$ cat src/rtl/img_rom_rd_if.sv
// ---------------------------------------------------------------------------
// img_rom_rd_if
//
// Bundles every signal between the image-ROM read arbiter and its two
// requesters, the ROM itself, and the read-data consumer.
//
//   req0/req1      burst request, level           (requester -> arbiter)
//   addr0/addr1    burst start address            (requester -> arbiter)
//   len0/len1      burst word count               (requester -> arbiter)
//   gnt0/gnt1      one-cycle accept pulse         (arbiter -> requester)
//   rom_addr       ROM address                    (arbiter -> ROM)
//   rom_rd_data    ROM read word, 1-cycle latency (ROM -> arbiter)
//   out_data       registered read word           (arbiter -> consumer)
//   out_valid      out_data qualifier
//   out_id         requester that owns out_data
//   out_last       final word of a burst
//   busy           arbiter is issuing a burst
//
// Modports:
//   slave  - the arbiter's view
//   master - the surrounding system's view (requesters, ROM, consumer)
// ---------------------------------------------------------------------------
interface img_rom_rd_if #(
  parameter int ADDR_WIDTH = 16,
  parameter int DATA_WIDTH = 24,
  parameter int LEN_WIDTH  = 12
) ();

  logic                  req0;
  logic                  req1;
  logic [ADDR_WIDTH-1:0] addr0;
  logic [ADDR_WIDTH-1:0] addr1;
  logic [LEN_WIDTH-1:0]  len0;
  logic [LEN_WIDTH-1:0]  len1;
  logic                  gnt0;
  logic                  gnt1;
  logic [ADDR_WIDTH-1:0] rom_addr;
  logic [DATA_WIDTH-1:0] rom_rd_data;
  logic [DATA_WIDTH-1:0] out_data;
  logic                  out_valid;
  logic                  out_id;
  logic                  out_last;
  logic                  busy;

  modport slave (
    input  req0, req1, addr0, addr1, len0, len1, rom_rd_data,
    output gnt0, gnt1, rom_addr, out_data, out_valid, out_id, out_last, busy
  );

  modport master (
    output req0, req1, addr0, addr1, len0, len1, rom_rd_data,
    input  gnt0, gnt1, rom_addr, out_data, out_valid, out_id, out_last, busy
  );

endinterface

$ cat src/rtl/img_rom_rd_arbiter.sv
// ---------------------------------------------------------------------------
// img_rom_rd_arbiter
//
// Shares the single-port image ROM (1-cycle read latency, no output
// register) between the display pixel fetcher (port 0) and the morphology
// line fetcher (port 1). Requests are arbitrated round-robin at burst
// granularity; a granted burst is issued as consecutive ROM addresses, one
// per cycle, and the returned words are registered and tagged with the
// owning requester id and an end-of-burst flag.
//
// Ports:
//   clk     system clock, shared with the ROM
//   tb_rst  asynchronous, active-high reset
//   bus     img_rom_rd_if.slave: request/grant, ROM address/data, output
//           stream and busy (see the interface header for the signal list)
//
// Timing summary (E = edge that accepts a request):
//   gnt, busy and the first rom_addr appear in cycle E+1, issue runs for
//   len cycles, out_valid follows each issue by 2 cycles. One idle cycle
//   separates consecutive bursts. A zero-length request is acknowledged
//   with gnt but issues nothing and leaves the FSM in IDLE.
// ---------------------------------------------------------------------------
module img_rom_rd_arbiter #(
  parameter int ADDR_WIDTH = 16,
  parameter int DATA_WIDTH = 24,
  parameter int LEN_WIDTH  = 12
) (
  input  logic           clk,
  input  logic           tb_rst,
  img_rom_rd_if.slave    bus
);

  typedef enum logic {
    IDLE  = 1'b0,
    BURST = 1'b1
  } state_t;

  // -------------------------------------------------------------------------
  // State
  // -------------------------------------------------------------------------
  state_t                state;
  logic                  last_served;  // port granted most recently
  logic                  cur_id;       // owner of the burst being issued
  logic [ADDR_WIDTH-1:0] cur_addr;     // address issued this cycle; is rom_addr
  logic [LEN_WIDTH-1:0]  cur_cnt;      // issues left, including this cycle

  logic                  gnt0_q;
  logic                  gnt1_q;
  logic                  busy_q;

  // Return pipeline: stage 1 lines up with rom_rd_data, stage 2 is the
  // registered output.
  logic                  s1_valid;
  logic                  s1_id;
  logic                  s1_last;

  logic [DATA_WIDTH-1:0] out_data_q;
  logic                  out_valid_q;
  logic                  out_id_q;
  logic                  out_last_q;

  // -------------------------------------------------------------------------
  // Winner selection (only consumed in IDLE)
  // -------------------------------------------------------------------------
  logic                  any_req;
  logic                  win_id;
  logic [ADDR_WIDTH-1:0] win_addr;
  logic [LEN_WIDTH-1:0]  win_len;

  // NOTE: every output of a combinational block is given a default at the
  // top so no path leaves it unassigned; otherwise a latch is inferred.
  always_comb begin
    any_req  = 1'b0;
    win_id   = 1'b0;
    win_addr = bus.addr0;
    win_len  = bus.len0;

    any_req = bus.req0 | bus.req1;

    // On a tie the port that was not served last wins; otherwise the sole
    // requester wins.
    if (bus.req0 && bus.req1) begin
      win_id = ~last_served;
    end else begin
      win_id = bus.req1;
    end

    if (win_id) begin
      win_addr = bus.addr1;
      win_len  = bus.len1;
    end
  end

  // -------------------------------------------------------------------------
  // Arbitration / issue FSM
  // -------------------------------------------------------------------------
  // NOTE: all sequential state is assigned with non-blocking (<=) so every
  // register samples the pre-edge values of the others, independent of
  // statement order.
  always_ff @(posedge clk or posedge tb_rst) begin
    if (tb_rst) begin
      state       <= IDLE;
      last_served <= 1'b1;   // port 0 wins the first tie
      cur_id      <= 1'b0;
      cur_addr    <= '0;
      cur_cnt     <= '0;
      gnt0_q      <= 1'b0;
      gnt1_q      <= 1'b0;
      busy_q      <= 1'b0;
    end else begin
      gnt0_q <= 1'b0;
      gnt1_q <= 1'b0;

      case (state)
        IDLE: begin
          if (any_req) begin
            gnt0_q      <= ~win_id;
            gnt1_q      <= win_id;
            last_served <= win_id;
            cur_id      <= win_id;
            cur_cnt     <= win_len;
            // cur_addr doubles as rom_addr, so it is only loaded when a read
            // will actually be issued; a zero-length grant leaves the ROM
            // address untouched.
            if (win_len != '0) begin
              cur_addr <= win_addr;
              state    <= BURST;
              busy_q   <= 1'b1;
            end
          end
        end

        BURST: begin
          cur_cnt <= cur_cnt - LEN_WIDTH'(1);
          if (cur_cnt == LEN_WIDTH'(1)) begin
            // Last issue: hold the final address on rom_addr while idle.
            state  <= IDLE;
            busy_q <= 1'b0;
          end else begin
            cur_addr <= cur_addr + ADDR_WIDTH'(1);  // wraps at the top
          end
        end

        default: begin
          state  <= IDLE;
          busy_q <= 1'b0;
        end
      endcase
    end
  end

  // -------------------------------------------------------------------------
  // Return pipeline
  // -------------------------------------------------------------------------
  // NOTE: the data register is reset along with the flags so the output is
  // a known value out of reset; flags must reset so in-flight words from an
  // aborted burst are dropped.
  always_ff @(posedge clk or posedge tb_rst) begin
    if (tb_rst) begin
      s1_valid    <= 1'b0;
      s1_id       <= 1'b0;
      s1_last     <= 1'b0;
      out_data_q  <= '0;
      out_valid_q <= 1'b0;
      out_id_q    <= 1'b0;
      out_last_q  <= 1'b0;
    end else begin
      s1_valid <= (state == BURST);
      s1_id    <= cur_id;
      s1_last  <= (state == BURST) && (cur_cnt == LEN_WIDTH'(1));

      out_valid_q <= s1_valid;
      out_last_q  <= s1_last;
      // Data and id hold between bursts instead of tracking idle ROM reads.
      if (s1_valid) begin
        out_data_q <= bus.rom_rd_data;
        out_id_q   <= s1_id;
      end
    end
  end

  // -------------------------------------------------------------------------
  // Outputs
  // -------------------------------------------------------------------------
  assign bus.gnt0      = gnt0_q;
  assign bus.gnt1      = gnt1_q;
  assign bus.busy      = busy_q;
  assign bus.rom_addr  = cur_addr;
  assign bus.out_data  = out_data_q;
  assign bus.out_valid = out_valid_q;
  assign bus.out_id    = out_id_q;
  assign bus.out_last  = out_last_q;

endmodule

$ cat src/flat_wrapper.sv
// flat-port wrapper written by rule: the top's interface ports become plain ports
module img_rom_rd_arbiter_flat 
#(
  parameter int ADDR_WIDTH = 16,
  parameter int DATA_WIDTH = 24,
  parameter int LEN_WIDTH  = 12
)
  (clk, tb_rst, bus_req0, bus_req1, bus_addr0, bus_addr1, bus_len0, bus_len1, bus_rom_rd_data, bus_gnt0, bus_gnt1, bus_rom_addr, bus_out_data, bus_out_valid, bus_out_id, bus_out_last, bus_busy);
  img_rom_rd_if #(.ADDR_WIDTH(ADDR_WIDTH), .DATA_WIDTH(DATA_WIDTH), .LEN_WIDTH(LEN_WIDTH)) bus_i ();
  input  logic clk;
  input  logic tb_rst;
  input wire logic [$bits(bus_i.req0)-1:0] bus_req0;
  input wire logic [$bits(bus_i.req1)-1:0] bus_req1;
  input wire logic [$bits(bus_i.addr0)-1:0] bus_addr0;
  input wire logic [$bits(bus_i.addr1)-1:0] bus_addr1;
  input wire logic [$bits(bus_i.len0)-1:0] bus_len0;
  input wire logic [$bits(bus_i.len1)-1:0] bus_len1;
  input wire logic [$bits(bus_i.rom_rd_data)-1:0] bus_rom_rd_data;
  output wire logic [$bits(bus_i.gnt0)-1:0] bus_gnt0;
  output wire logic [$bits(bus_i.gnt1)-1:0] bus_gnt1;
  output wire logic [$bits(bus_i.rom_addr)-1:0] bus_rom_addr;
  output wire logic [$bits(bus_i.out_data)-1:0] bus_out_data;
  output wire logic [$bits(bus_i.out_valid)-1:0] bus_out_valid;
  output wire logic [$bits(bus_i.out_id)-1:0] bus_out_id;
  output wire logic [$bits(bus_i.out_last)-1:0] bus_out_last;
  output wire logic [$bits(bus_i.busy)-1:0] bus_busy;
  assign bus_i.req0 = bus_req0;
  assign bus_i.req1 = bus_req1;
  assign bus_i.addr0 = bus_addr0;
  assign bus_i.addr1 = bus_addr1;
  assign bus_i.len0 = bus_len0;
  assign bus_i.len1 = bus_len1;
  assign bus_i.rom_rd_data = bus_rom_rd_data;
  assign bus_gnt0 = bus_i.gnt0;
  assign bus_gnt1 = bus_i.gnt1;
  assign bus_rom_addr = bus_i.rom_addr;
  assign bus_out_data = bus_i.out_data;
  assign bus_out_valid = bus_i.out_valid;
  assign bus_out_id = bus_i.out_id;
  assign bus_out_last = bus_i.out_last;
  assign bus_busy = bus_i.busy;
  img_rom_rd_arbiter #(.ADDR_WIDTH(ADDR_WIDTH), .DATA_WIDTH(DATA_WIDTH), .LEN_WIDTH(LEN_WIDTH)) u_core (.clk(clk), .tb_rst(tb_rst), .bus(bus_i));
endmodule
$ cat config.mk
export PLATFORM = sky130hd
export DESIGN_NAME = img_rom_rd_arbiter_flat
export DESIGN_NICKNAME = d
export VERILOG_FILES = /design/src/rtl/img_rom_rd_if.sv /design/src/rtl/img_rom_rd_arbiter.sv /design/src/flat_wrapper.sv
export SDC_FILE = /design/constraint.sdc
export NUM_CORES = 1
export LEC_CHECK = 0
export BUFFER_PORTS_ARGS = -buffer_cell sky130_fd_sc_hd__buf_4
export CAP_MARGIN = 20
export CORE_UTILIZATION = 40
export CTS_CLUSTER_DIAMETER = 120
export CTS_CLUSTER_SIZE = 24
export DETAILED_ROUTE_END_ITERATION = 12
export PLACE_DENSITY_LB_ADDON = 0.1
export SETUP_SLACK_MARGIN = 0.05
export SLEW_MARGIN = 20
export SYNTH_ARGS = -nofsm -noshare
export SYNTH_HDL_FRONTEND = slang
export SYNTH_SLANG_ARGS = --single-unit
export TNS_END_PERCENT = 50
$ cat constraint.sdc
create_clock -name clk -period 3.43 [get_ports clk]
set_clock_uncertainty 0.05 [all_clocks]
set_input_delay 0 -clock clk [delete_from_list [all_inputs] [get_ports clk]]
set_output_delay 0 -clock clk [all_outputs]
set_load 0.005 [all_outputs]
==> impl_metrics.tcl <==
set metrics [dict create \
    status "finished, violations left" \
    violations "hold timing" \
    wl_per_cell_um 15.03 \
    synth.avg_cell_area_sq_um 9.765 \
    largest_reg_flops 24 \
    min_period_ps 2333 \
    yosysSeqAreaShare_pct 47.85 \
    setup_viol 0 \
    clockBufferDepth 2 \
    post_cts_buffers 0 \
    dp_cells 566 \
    areaGrowthSynthToFinish_pct 50.28 \
    drtIter0Drc 138 \
    dr.pass1.iters 6 \
    cts_resized 0 \
    fmax_mhz 428.7 \
    crit_required_ps 3590 \
    ys_warn_count 0 \
    synth_edf_count 0 \
    num_io_pins 130 \
    slew_violations 0 \
    die_h_um 93.51 \
    row_count 33 \
    utilization_pct 61.57 \
    place_congestion 0.8504 \
    post_dp_cell_area_sq_mm 0.004417 \
    synthCells 343 \
    avgViaCountPerCell 5.300 \
    grt_pass1_wl_um 14640 \
    antenna_found_initial 0 \
    holdWs_ps -5.051 \
    grt_max_degree 45 \
    r2r_slack_ps 1100 \
    num_vias 3302 \
    drc 0 \
    reg2reg_from "u_core.cur_cnt[7]" \
    start_util_pct 40.97 \
    whs_endpoint "u_core.bus.rom_addr[0]" \
    routed_wl_um 9366 \
    clock_latency_ps 340 \
    ir_worst_vdd_v 0.0002766 \
    fin_tns_setup_ps 0 \
    crit_buf_inv 1 \
    synth_top_area_share_pct 47.07 \
    htreeDepth 3 \
    design_area_sq_mm 0.005034 \
    drive_gt1_share_pct 36.10 \
    hp-class "in -> reg" \
    hpwl_um 6533 \
    hold_viol 1 \
    worstPathMaxFanout 16 \
    nets 600 \
    die_area_sq_mm 0.008743 \
    die_x_um 93.51 \
    grt_pass1_vias 3094 \
    cts_tree "done" \
    rr_worst_depth 6 \
    rsz0062_at_grt "false" \
    max_cap_violations 0 \
    cp_slowest_cell "nor4_1" \
    async_flop_share_pct 100.0 \
    worstPathArrival_ps 2490 \
    cellPowerDensity_mw_per_mm2 631.4 \
    slowest_delay_ps 480 \
    syn_area_sq_mm 0.003349 \
    reg2reg_to "u_core.bus.rom_addr[4]" \
    tightestPinTransition_ps 989.0 \
    grtUsageTotal_pct 21.74 \
    layoutNonFillerInstCount 623 \
    synth_area_leaders "dfrtp_1 (47%), mux2_2 (8.4%), nand2_1 (4.8%)" \
    clk_pin_slew_ps 70 \
    yosysTopAreaCell "dfrtp_1" \
    cpLargestDelayFamily "compound AO/OA/AOI/OAI gates" \
    antenna_cells 0 \
    ant_nets 0 \
    synth_fp_nets 430 \
    cts-root-buf "clkbuf_8" \
    min_from "bus_addr1[0]" \
    min_path_cells 3 \
    grt-ovfl-total 0 \
    port_buffers 129 \
    crit_path_start_kind "flip-flop" \
    clkSinkCount 64 \
    ys_ff_latch 64 \
    cts_buffers 9 \
    critPathMostFrequentCell "a21oi_1" \
    finalPower_uw 3178 \
    relSlewSlack_pct 34.06 \
    core_area_sq_mm 0.008175 \
    endpoint_kind "flip-flop" \
    worst-setup-path-type "reg -> reg" \
    synth_flop_cell "dfrtp_1" \
    synth.distinct_cells 51 \
    cp_cell_sequence "nor4_1 > a41o_1 > a21boi_2 > inv_2 > a21oi_1 > a21oi_1" \
    leakagePower_uw 0.002362 \
    period_share_pct 68.01 \
]
-- Yosys cell counts (all sizes together) (5+ instances only) --
library cell,count
nor3,8
nand3,18
mux2,25
o21ai,13
a21oi,28
nand4,6
inv,8
buf,9
mux2i,14
nor2,27
nor4,10
dfrtp,63
and3,6
a31oi,5
nand2,43
clkbuf,7
-- worst max path at each step --
| stage | startpoint | endpoint | slack [ps] | cells past startpoint |
|---|---|---|---|---|
| floorplan | u_core.cur_cnt[4] | u_core.cur_cnt[10] | 1640 | 5 |
| global placement | u_core.cur_cnt[7] | u_core.bus.rom_addr[11] | 1250 | 6 |
| detailed placement | u_core.cur_cnt[7] | u_core.bus.rom_addr[13] | 1130 | 6 |
| CTS | u_core.cur_cnt[7] | u_core.bus.rom_addr[7] | 1130 | 6 |
| global route | u_core.cur_cnt[7] | u_core.bus.rom_addr[13] | 900 | 6 |
| finish | u_core.cur_cnt[7] | u_core.bus.rom_addr[4] | 1100 | 6 |
-- layout by cell type (no fill, tap or decap), types with 3 or more instances in the layout --
| cell type | netlist | routed |
|---|---|---|
| a21oi_1 | 28 | 28 |
| a2bb2oi_1 | 4 | 4 |
| a31o_2 | 3 | 3 |
| a31oi_1 | 5 | 5 |
| and3_1 | 6 | 6 |
| and4_1 | 4 | 4 |
| buf_4 | 1 | 134 |
| clkbuf_8 | 0 | 11 |
| dfrtp_1 | 63 | 63 |
| dlygate4sd3_1 | 0 | 41 |
| ha_1 | 3 | 3 |
| inv_1 | 7 | 6 |
| mux2_2 | 25 | 25 |
| mux2i_1 | 14 | 14 |
| nand2_1 | 43 | 43 |
| nand3_1 | 18 | 18 |
| nand4_1 | 6 | 6 |
| nor2_1 | 27 | 27 |
| nor3_1 | 8 | 8 |
| nor4_1 | 9 | 9 |
| o21ai_0 | 12 | 12 |
| o22a_1 | 3 | 3 |
| o22ai_1 | 3 | 3 |
| xnor2_1 | 3 | 3 |
-- worst register-to-register path: stages (launching register included) --
cell      delay (ps)
dfrtp_1          430
nor4_1           480
a41o_1           290
a21boi_2         470
inv_2            260
a21oi_1          180
a21oi_1           50
-- per-stage QoR --
step | hold WS, ps | setup slack [ps]
after global routing | 10.16 | 901.8
after CTS | 0.8120 | 1125
final | -5.051 | 1097
after global placement | 184.9 | 1252
after detailed placement | 189.8 | 1132
after floorplan | 97.69 | 1638
-- where the power goes --
group / internal, uW / switching, uW
registers: 1000 / 285
clock network: 373 / 298
logic: 678 / 542
total: 2050 / 1130
-- layer usage --
layer | GRT usage, % | share of wire, % | wire, um
met3 | 4.065 | 6.5 | 613
met2 | 36.95 | 47 | 4429
met4 | 5.897 | 0.89 | 83
met5 | 0 | 0 | 0
met1 | 28.33 | 45 | 4240
-- kinds of logic (layout without fill, tap and decap cells) --
group,after synthesis,count (layout),synth area share [%]
xor gates and xnor gates,3,3,0.7846
DFF,64,64,47.85
and+or+nand+nor,131,131,19.13
AOI/OAI and AO/OA,79,79,15.54
adders and majority gates,3,3,1.121
buffers and inverters,24,199,2.989
muxes,39,39,12.59
-- layout make-up --
type / instances / area [sq um]
Fill cell: 693 / 3142
Multi-Input combinational cell: 255 / 1647
Sequential cell: 64 / 1603
Timing Repair Buffer: 175 / 1416
Clock buffer: 11 / 151.4
Tap cell: 105 / 131.4
Clock inverter: 5 / 55.05
Inverter: 8 / 30.03
-- timing repair --
action / 4_1_cts / 5_1_grt
hold endpoints to repair: 75 / 0
hold buffers: 41 / 0
setup endpoints to repair: 0 / 0
Power figures use the tool's default switching activity.
